===== src/rtl/noc_local_ni.sv =====
// Local network interface: packs core requests into {dest,src,data} flits for the router
// and filters/buffers ejected flits for the core. Optional parity via NI_PARITY_EN.
module noc_local_ni #(
  parameter int unsigned NODE_ID    = 1,
  parameter int unsigned DATA_W     = 32,
  parameter int unsigned FIFO_DEPTH = 4
) (
  input  logic                clk,
  input  logic                reset,
  input  logic                req_valid,
  output logic                req_ready,
  input  logic [3:0]          req_dest,
  input  logic [DATA_W-1:0]   req_data,
  output logic                tx_valid,
  input  logic                tx_ready,
`ifdef NI_PARITY_EN
  output logic [DATA_W+8:0]   tx_flit,
  input  logic [DATA_W+8:0]   rx_flit,
  output logic                par_err,
`else
  output logic [DATA_W+7:0]   tx_flit,
  input  logic [DATA_W+7:0]   rx_flit,
`endif
  input  logic                rx_valid,
  output logic                rx_ready,
  output logic                rsp_valid,
  input  logic                rsp_ready,
  output logic [3:0]          rsp_src,
  output logic [DATA_W-1:0]   rsp_data,
  output logic                self_err,
  output logic                misroute_err,
  output logic [15:0]         tx_count,
  output logic [15:0]         rx_count
);

`ifdef NI_PARITY_EN
  localparam int unsigned FLIT_W = DATA_W + 9;
`else
  localparam int unsigned FLIT_W = DATA_W + 8;
`endif
  localparam int unsigned BODY_W = DATA_W + 8;
  localparam int unsigned PTR_W  = $clog2(FIFO_DEPTH);
  localparam int unsigned CNT_W  = PTR_W + 1;
  localparam int unsigned RXE_W  = DATA_W + 4;
  localparam logic [3:0]  SELF   = 4'(NODE_ID - 1);

  // ---------------- TX path ----------------
  logic [FLIT_W-1:0] tx_mem [FIFO_DEPTH];
  logic [PTR_W-1:0]  tx_wp, tx_rp;
  logic [CNT_W-1:0]  tx_occ, tx_occ_next;
  logic [BODY_W-1:0] tx_body;
  logic [FLIT_W-1:0] tx_new;
  logic              req_fire, req_self, tx_enq, tx_pop;

  assign req_fire = req_valid & req_ready;
  assign req_self = (req_dest == SELF);
  assign tx_enq   = req_fire & ~req_self;
  assign tx_pop   = tx_valid & tx_ready;
  assign tx_body  = {req_dest, SELF, req_data};
`ifdef NI_PARITY_EN
  assign tx_new   = {^tx_body, tx_body};
`else
  assign tx_new   = tx_body;
`endif
  assign tx_occ_next = tx_occ + CNT_W'(tx_enq) - CNT_W'(tx_pop);
  assign tx_flit     = tx_mem[tx_rp];

  // Ready/valid flags are registered from next occupancy, so a pop never raises ready early.
  always_ff @(posedge clk) begin
    if (reset) begin
      for (int unsigned i = 0; i < FIFO_DEPTH; i++) tx_mem[i] <= '0;
      tx_wp     <= '0;
      tx_rp     <= '0;
      tx_occ    <= '0;
      req_ready <= 1'b0;
      tx_valid  <= 1'b0;
      self_err  <= 1'b0;
      tx_count  <= '0;
    end else begin
      if (tx_enq) begin
        tx_mem[tx_wp] <= tx_new;
        tx_wp         <= tx_wp + PTR_W'(1);
      end
      if (tx_pop) tx_rp <= tx_rp + PTR_W'(1);
      tx_occ    <= tx_occ_next;
      req_ready <= (tx_occ_next != CNT_W'(FIFO_DEPTH));
      tx_valid  <= (tx_occ_next != '0);
      self_err  <= req_fire & req_self;
      tx_count  <= tx_count + 16'(tx_pop);
    end
  end

  // ---------------- RX path ----------------
  logic [RXE_W-1:0] rx_mem [2];
  logic             rx_wp, rx_rp;
  logic [1:0]       rx_occ, rx_occ_next;
  logic [3:0]       rx_dest;
  logic             rx_par_ok, rx_acc, rx_wr, rx_bad_dest, rx_rd;

  assign rx_dest = rx_flit[DATA_W+7:DATA_W+4];
`ifdef NI_PARITY_EN
  assign rx_par_ok = ~^rx_flit;
`else
  assign rx_par_ok = 1'b1;
`endif
  assign rx_acc      = rx_valid & rx_ready;
  assign rx_wr       = rx_acc & rx_par_ok & (rx_dest == SELF);
  assign rx_bad_dest = rx_acc & rx_par_ok & (rx_dest != SELF);
  assign rx_rd       = rsp_valid & rsp_ready;
  assign rx_occ_next = rx_occ + 2'(rx_wr) - 2'(rx_rd);
  assign rsp_src     = rx_mem[rx_rp][DATA_W+3:DATA_W];
  assign rsp_data    = rx_mem[rx_rp][DATA_W-1:0];

  always_ff @(posedge clk) begin
    if (reset) begin
      rx_mem[0]    <= '0;
      rx_mem[1]    <= '0;
      rx_wp        <= 1'b0;
      rx_rp        <= 1'b0;
      rx_occ       <= '0;
      rx_ready     <= 1'b0;
      rsp_valid    <= 1'b0;
      misroute_err <= 1'b0;
      rx_count     <= '0;
    end else begin
      if (rx_wr) begin
        rx_mem[rx_wp] <= rx_flit[RXE_W-1:0];
        rx_wp         <= ~rx_wp;
      end
      if (rx_rd) rx_rp <= ~rx_rp;
      rx_occ       <= rx_occ_next;
      rx_ready     <= (rx_occ_next < 2'd2);
      rsp_valid    <= (rx_occ_next != 2'd0);
      misroute_err <= misroute_err | rx_bad_dest;
      rx_count     <= rx_count + 16'(rx_wr);
    end
  end

`ifdef NI_PARITY_EN
  // Sticky parity error; corrupted flits are never dest-checked or buffered.
  always_ff @(posedge clk) begin
    if (reset) par_err <= 1'b0;
    else       par_err <= par_err | (rx_acc & ~rx_par_ok);
  end
`endif

endmodule

===== config.mk =====
export PLATFORM = sky130hd
export DESIGN_NAME = noc_local_ni
export DESIGN_NICKNAME = d
export VERILOG_FILES = /design/src/rtl/noc_local_ni.sv
export SDC_FILE = /design/constraint.sdc
export NUM_CORES = 1
export LEC_CHECK = 0
export ABC_AREA = 1
export CORE_UTILIZATION = 48
export DETAILED_ROUTE_END_ITERATION = 8
export PLACE_DENSITY_LB_ADDON = 0.12
export SLEW_MARGIN = 20
export SYNTH_ARGS = -nofsm -noshare
export SYNTH_HDL_FRONTEND = slang
export SYNTH_SLANG_ARGS = --single-unit

===== constraint.sdc =====
create_clock -name clk -period 3.7 [get_ports clk]
set_input_delay 0.555 -clock clk [delete_from_list [all_inputs] [get_ports clk]]
set_output_delay 0.555 -clock clk [all_outputs]
set_load 0.02 [all_outputs]

## Yosys cells after proc, flatten, opt, wreduce, memory -nomap -nowiden

Memory sizes are Yosys's and may differ from the RTL's. A register that Yosys moved wholly into a read port is not among the register bits.
Index checks and enable logic that the tools add are counted.
Widths: inputs -> output; s select.

- Add/sub/neg operators: 8
- Magnitude comparators: 1
- Equal/unequal tests: 1
- Muxes and demuxes: 18
- Bitwise logic cells: 12
- Reductions and logical operators: 7

Operators with widths:

| cell | number |
|---|---|
| $mux 36 | 2 |
| $reduce_or 36->1 | 2 |
| $add 16x1->16 | 2 |
| $mux 1 | 13 |
| $and 1x1->1 | 8 |
| $logic_not 4->1 | 2 |
| $mux 2 | 3 |
| $add 2x1->2 const B | 2 |
| $reduce_bool 4->1 | 1 |
| $add 3x1->3 | 1 |
| $ne 3x3->1 const B | 1 |
| $not 1->1 | 3 |
| $reduce_bool 3->1 | 1 |
| $sub 3x1->3 | 1 |
| $add 2x1->2 | 1 |
| $lt 2x2->1 const B | 1 |
| $reduce_bool 2->1 | 1 |
| $sub 2x1->2 | 1 |
| $or 1x1->1 | 1 |

- Register bits: 49
- Memory bits (writable): 216
- Logic and storage cells: 63
- Memories: 2

Memory list:

| name | depth | width | rd ports | clocked after Yosys merged registers in | write ports | RTL line | source |
|---|---|---|---|---|---|---|---|
| tx_mem | 4 | 36 | 1 | 1 | 4 | 48 | `logic [FLIT_W-1:0] tx_mem [FIFO_DEPTH];` |
| rx_mem | 2 | 36 | 1 | 1 | 2 | 94 | `logic [RXE_W-1:0] rx_mem [2];` |

## Logic depth before layout (Yosys ltp)

Gate-level depths: netlist of the first run.

- Depth after elaboration: 8
- Mapped depth: 12
- Depth with buffers taken out: 12

## Least setup slack after synthesis of the first run

No wires, ideal clock.

- Kind: in2reg
- Start point: input req_dest[3]
- End point: memory tx_mem[1][0] (netlist name) (enable)
- Library setup time: 0.479 ns
- Arrival time: 3.402 ns
- Required time: 3.221 ns
- Setup slack: -0.181 ns
- Stages on the path: 4
- Path buffers: 0
- Path through: inv_1 > nand4_2 > nand2_1 > o21ai_0

RTL lines:

| element | RTL line | source |
|---|---|---|
| start: declaration | 12 | `input logic [3:0] req_dest,` |
| end: declaration | 48 |  |

==> results.yml, run 1 <==
place:
  dp_hpwl_um: 16200
  postPlaceCellArea_um2: 14200
  place_ws_ns: 0.669
  routabilityCongestion: 0.800
  port_buffers: 191
flow_run:
  max-cap-violations: 0
floorplan:
  start_util_pct: 49.0
  die_w_um: 160
  dieArea_um2: 25500
  die_h_um: 160
  ios: 196
  core_area_um2: 24400
  core.rowCount: 57
synthesis:
  postSynthCellCount: 1152
  yosysSeqAreaShare_pct: 63.0
  synth_area_um2: 11900
  ys_seq_elements: 268
  yosysWarnings: 0
  syn_avg_cell_area_um2: 10.4
  synth_cell_types: 34
layout:
  multi_input_area_um2: 3550
  fillCellCount: 2102
  finalCoreUtilization_pct: 61.9
  seq_area_um2: 7530
  design_area_um2: 15100
  area_growth_pct: 26.3
  drive_above_1_share_pct: 13.1
  layout.nets: 1433
detailed_routing:
  post_drt_wl_per_cell_um: 15.5
  drt-initial-drc-count: 520
  vias: 8498
  drc_errors: 0
  finalWirelength_um: 26200
  drtPass1Iterations: 5
  via_per_inst: 5.03
  ant_nets: 0
sta:
  drv_slew: 0
  setup_viol_count_final: 0
  clock.fmax_ghz: 0.308
  rsz0062_at_grt: "no"
  fin_skew_ns: 0.00648
  period_minus_slack_ns: 3.25
  final-hold-violation-count: 0
  slew-limit-headroom_pct: 35.6
  worst_slack_ns: 0.452
  tightest_slew_ns: 0.962
  period_share_pct: 87.8
cts:
  clock_path_buffers: 3
  h-tree-depth: 1
  cts_buffers: 29
  cts_setup_buffers: 0
  path_clk_slew_ns: 0.06
  cts_tree: "built"
  cts_resized: 0
  cts_root_buffer: "clkbuf_16"
  postCtsHoldBufs: 0
  clk_latency_ns: 0.53
  cts.sinks: 268
pwr:
  sw_frac_of_total_pct: 28.8
  power.density_nw_per_um2: 555
  ir_drop_v: 0.000387
  seqPwrFrac_pct: 43.1
  combPwrFrac_pct: 23.7
  leakagePower_nw: 5.89
  pwr-share-clk_pct: 33.2
  internal_power_mw: 5.96
  p_sw_mw: 2.41
global_routing:
  grt_pass1_vias: 8329
  grt_max_degree: 73
  grt_overflow_total: 0
  grt_first_pass_wirelength_um: 42200
  antenna_found_initial: 0
  grt_usage_pct: 20.6
critical_path:
  crit_path_max_fanout: 20
  r2r_start: "tx_wp[0]"
  crit_required_ns: 3.14
  endpoint_kind: "output port"
  cp.arrival_ns: 2.69
  worstSetupPathType: "reg2out"
  critical_path.startpoint_type: "register"
status:
  outcome: "finished clean"
worst_hold_path:
  hold_class: "reg2reg"
  hp-start: "misroute_err"
==> final timing paths <==
check | endpoint | slack [ns] | cells past startpoint
setup / recovery | tx_flit[1] | 0.45 | 5
hold reg to reg | misroute_err | 0.48 | 2
setup reg to reg | tx_mem[1][22] | 1.22 | 5
hold / removal | misroute_err | 0.48 | 2
==> Yosys cell counts <==
cell type  instances  area, um^2
a21oi_1           17        85.1
o22ai_1           36         225
nand3_4            1        17.5
edfxtp_1         216        6490
o21ai_0           81         405
xor2_1             4        35.0
xnor2_1            5        43.8
buf_4              4        30.0
buf_6              4        45.0
fa_1               1        20.0
buf_2             15        75.1
nand4_4            1        21.3
nand3_1           22         110
nor3_1             3        15.0
conb_1             1        3.75
mux2_2            36         405
nand3_2            1        10.0
or2_2              1        6.26
clkbuf_1          30         113
inv_1            141         529
nand4_2            1        12.5
nor2_1           303        1140
inv_2             23        86.3
o21bai_1           1        7.51
nand2_1           80         300
ha_1               8         100
nor2_4            29         327
nor2_2            22         138
a31oi_1            1        6.26
dfxtp_1           52        1040
nand4_1            6        37.5
a21o_1             1        7.51
buf_8              3        45.0
o21a_1             2        15.0
==> metal layers <==
| metal | track usage (%) | up-vias | wire length [um] | part of all wire [%] |
|---|---|---|---|---|
| li1 | - | 4149 | - | - |
| met1 | 28.2 | 4092 | 11900 | 46 |
| met2 | 34.1 | 220 | 12400 | 47 |
| met3 | 3.25 | 37 | 1280 | 4.9 |
| met4 | 5.86 | 0 | 646 | 2.5 |
| met5 | 0 | - | 0 | 0 |
==> sequential cells by signal (all words and copies together) (netlist names), named ones only <==
| signal | cells |
|---|---|
| rx_occ | 2 |
| req_ready | 1 |
| tx_valid | 1 |
| rx_ready | 1 |
| tx_wp | 2 |
| rsp_valid | 1 |
| rx_wp | 1 |
| tx_mem | 144 |
| tx_count | 16 |
| rx_count | 16 |
| rx_rp | 1 |
| rx_mem | 72 |
| tx_rp | 2 |
| tx_occ | 3 |
| self_err | 1 |
| misroute_err | 1 |
==> metrics by stage <==
step                setup TNS, ns  cells  hold slack [ns]  total power [mW]
global route                    0   1688            0.517              8.72
global placement                0   1635            0.458              5.65
CTS                             0   1688            0.484              8.43
finish                          0   1689            0.480              8.37
detailed placement              0   1635            0.472              5.67
floorplan                  -19.58   1155            0.444              4.83
==> critical path, stage by stage (launching register included) <==
cell             delay, ns
dfxtp_1               0.31
inv_1                 0.50
buf_4                 0.34
o21ai_0               0.14
o22ai_1               0.22
clkdlybuf4s50_1       0.65
==> cells in the final DEF (no fill, tap or decap), types with 36 or more instances in the layout <==
| master | n |
|---|---|
| mux2_2 | 36 |
| clkdlybuf4s50_1 | 191 |
| nor2_1 | 303 |
| o22ai_1 | 36 |
| dfxtp_1 | 51 |
| o21ai_0 | 78 |
| edfxtp_1 | 216 |
| inv_1 | 141 |
| nand2_1 | 78 |
==> power groups by stage <==
stage / clock (mW) / combinational, mW / sequential (mW)
2_1_floorplan: 0 / 1.15 / 3.68
5_1_grt: 2.93 / 2.15 / 3.63
3_5_place_dp: 0 / 2.00 / 3.67
6_report: 2.78 / 1.99 / 3.61
4_1_cts: 2.82 / 2.01 / 3.61
3_3_place_gp: 0 / 1.98 / 3.66
==> cell type report <==
| type | instances | share of cell area (%) |
|---|---|---|
| timing repair buffer | 212 | 13.8 |
| clock inverter | 17 | 1.03 |
| multi-input combinational | 667 | 23.5 |
| inverter | 164 | 4.08 |
| sequential | 268 | 49.9 |
| clock buffer | 36 | 4.98 |
| antenna | 1 | 0.0166 |
| tap | 324 | 2.69 |
==> logic make-up (layout without fill, tap and decap cells) <==
logic type / Yosys count / count (layout) / synth area share (%)
buffers and inverters: 220 / 429 / 7.73
xor gates and xnor gates: 9 / 9 / 0.660
muxes: 36 / 36 / 3.39
AOI/OAI and AO/OA: 139 / 139 / 6.30
adders and majority gates: 9 / 9 / 1.01
and+or+nand+nor: 470 / 470 / 17.9
DFF: 268 / 268 / 63.0
other: 1 / 5 / 0.0314
(Power assumes the default switching activity.)
==> run 2, diff against run 1 <==
CORE_UTILIZATION = 58   (was 48)
clock period = 4 ns   (was 3.7 ns; I/O delays follow)
==> run 2 against run 1 <==
  * Count of clock-buffer cells in the layout down 1
  * Design area shrank 1.3%
  * Critical path type unchanged
  * Wire length is 1.6% lower
  * Critical path depth stayed put
  * Highest routed layer unchanged
==> results.yml, run 2 (synthesized netlist as in run 1, its figures left out) <==
cts:
  clk_latency_ns: 0.52
  h-tree-depth: 1
  path_clk_slew_ns: 0.06
  cts_buffers: 28
  cts.sinks: 268
  clock_path_buffers: 3
  cts_tree: "built"
  cts_setup_buffers: 0
  cts_resized: 0
  postCtsHoldBufs: 0
  cts_root_buffer: "clkbuf_16"
critical_path:
  reg2reg_depth: 12
  crit_path_max_fanout: 50
  r2r_slack_ns: 1.68
  endpoint_kind: "output port"
  reg2reg_to: "tx_valid"
  worstSetupPathType: "reg2out"
  crit_required_ns: 3.40
  r2r_start: "req_ready"
  cp.arrival_ns: 2.71
  critical_path.startpoint_type: "register"
floorplan:
  start_util_pct: 59.0
  dieArea_um2: 21200
  core.rowCount: 52
  core_area_um2: 20200
  ios: 196
  die_w_um: 145
  die_h_um: 145
layout:
  area_growth_pct: 24.7
  stdcell_count: 1629
  top_register: "tx_mem"
  layout.nets: 1429
  mostFrequentLayoutCells: "nor2_1 (303), edfxtp_1 (216), clkdlybuf4s50_1 (191), inv_1 (141)"
  drive_above_1_share_pct: 12.8
  final_common_cell: "nor2_1"
  largestRegisters: "tx_mem: 144 flops, rx_mem: 72 flops"
  largest_reg_flops: 144
worst_hold_path:
  whs_path_depth: 1
  hold_class: "reg2reg"
  hp-start: "tx_rp[0]"
sta:
  hold_slack_ns: 0.469
  clock.fmax_ghz: 0.302
  rsz0062_at_grt: "no"
  slew-limit-headroom_pct: 32.1
  tns_ns: 0
  tightest_slew_ns: 1.02
  period_minus_slack_ns: 3.31
  fin_skew_ns: 0.00933
  worst_slack_ns: 0.685
  drv_slew: 0
  setup_viol_count_final: 0
  final-hold-violation-count: 0
  period_share_pct: 82.9
place:
  dp_hpwl_um: 15500
  place_inst: 1578
  port_buffers: 191
  routabilityCongestion: 0.805
  place_ws_ns: 0.885
detailed_routing:
  drc_errors: 0
  via_per_inst: 5.18
  finalWirelength_um: 25800
  post_drt_wl_per_cell_um: 15.9
  vias: 8434
  ant_nets: 0
  drt-initial-drc-count: 457
  drtPass1Iterations: 4
pwr:
  power.density_nw_per_um2: 502
  seqPwrFrac_pct: 44.6
  ir_drop_v: 0.000369
  sw_frac_of_total_pct: 29.1
  internal_power_mw: 5.31
  totalPowerFinal_mw: 7.48
  leakagePower_nw: 5.84
  pwr-share-clk_pct: 30.9
  p_sw_mw: 2.17
  combPwrFrac_pct: 24.5
global_routing:
  antenna_found_initial: 1
  grt_usage_pct: 24.5
  grt_first_pass_wirelength_um: 41300
  grt_max_degree: 73
  grt_overflow_total: 0
  grt_pass1_vias: 8341
flow_run:
  max-cap-violations: 0
status:
  outcome: "finished clean"
==> run 2: critical path, cell delays in order (launching register included) <==
cell             delay (ns)
dfxtp_2                0.32
inv_2                  0.61
buf_4                  0.32
o21ai_0                0.09
o22ai_1                0.19
clkdlybuf4s50_1        0.65
==> run 2: per-layer routing <==
| metal | up-vias | share of wire (%) | wire length [um] | GRT usage, % |
|---|---|---|---|---|
| li1 | 4131 | - | - | - |
| met1 | 4006 | 42 | 10800 | 31.7 |
| met2 | 258 | 50 | 12900 | 42.6 |
| met3 | 39 | 6.1 | 1580 | 4.11 |
| met4 | 0 | 2.3 | 583 | 7.32 |
| met5 | - | 0 | 0 | 0 |
==> run 2: per-stage QoR <==
stage,util (%),area (um^2)
finish,73.6,14900
global route,73.6,14900
CTS,73.6,14900
detailed placement,69.6,14100
global placement,69.6,14100
floorplan,-,12000
==> run 2: area by class of cell <==
class / instances / area [um^2]
repair buffers: 209 / 2050
well taps: 270 / 338
multi-input cells: 667 / 3550
clock buffers: 35 / 748
clock inverters: 15 / 67.6
flip-flops and latches: 268 / 7530
fillers: 1503 / 5340
inverters: 164 / 616
diodes: 1 / 2.50
==> run 2: worst max-delay path by stage <==
stage	to	cells past startpoint	from
final	tx_flit[18]	5	register
after global routing	tx_flit[18]	5	register
after CTS	tx_flit[18]	5	register
after detailed placement	tx_valid	13	req_dest[3]
after global placement	tx_valid	13	req_dest[2]
after floorplan	tx_mem[1][0]	4	req_dest[3]
==> run 2: power groups by stage <==
stage               Sequential [mW]  Combinational, mW  Clock (mW)
finish                         3.34               1.83        2.31
floorplan                      3.40               1.07           0
global placement               3.38               1.81           0
CTS                            3.34               1.85        2.34
global route                   3.36               1.98        2.44
detailed placement             3.39               1.83           0
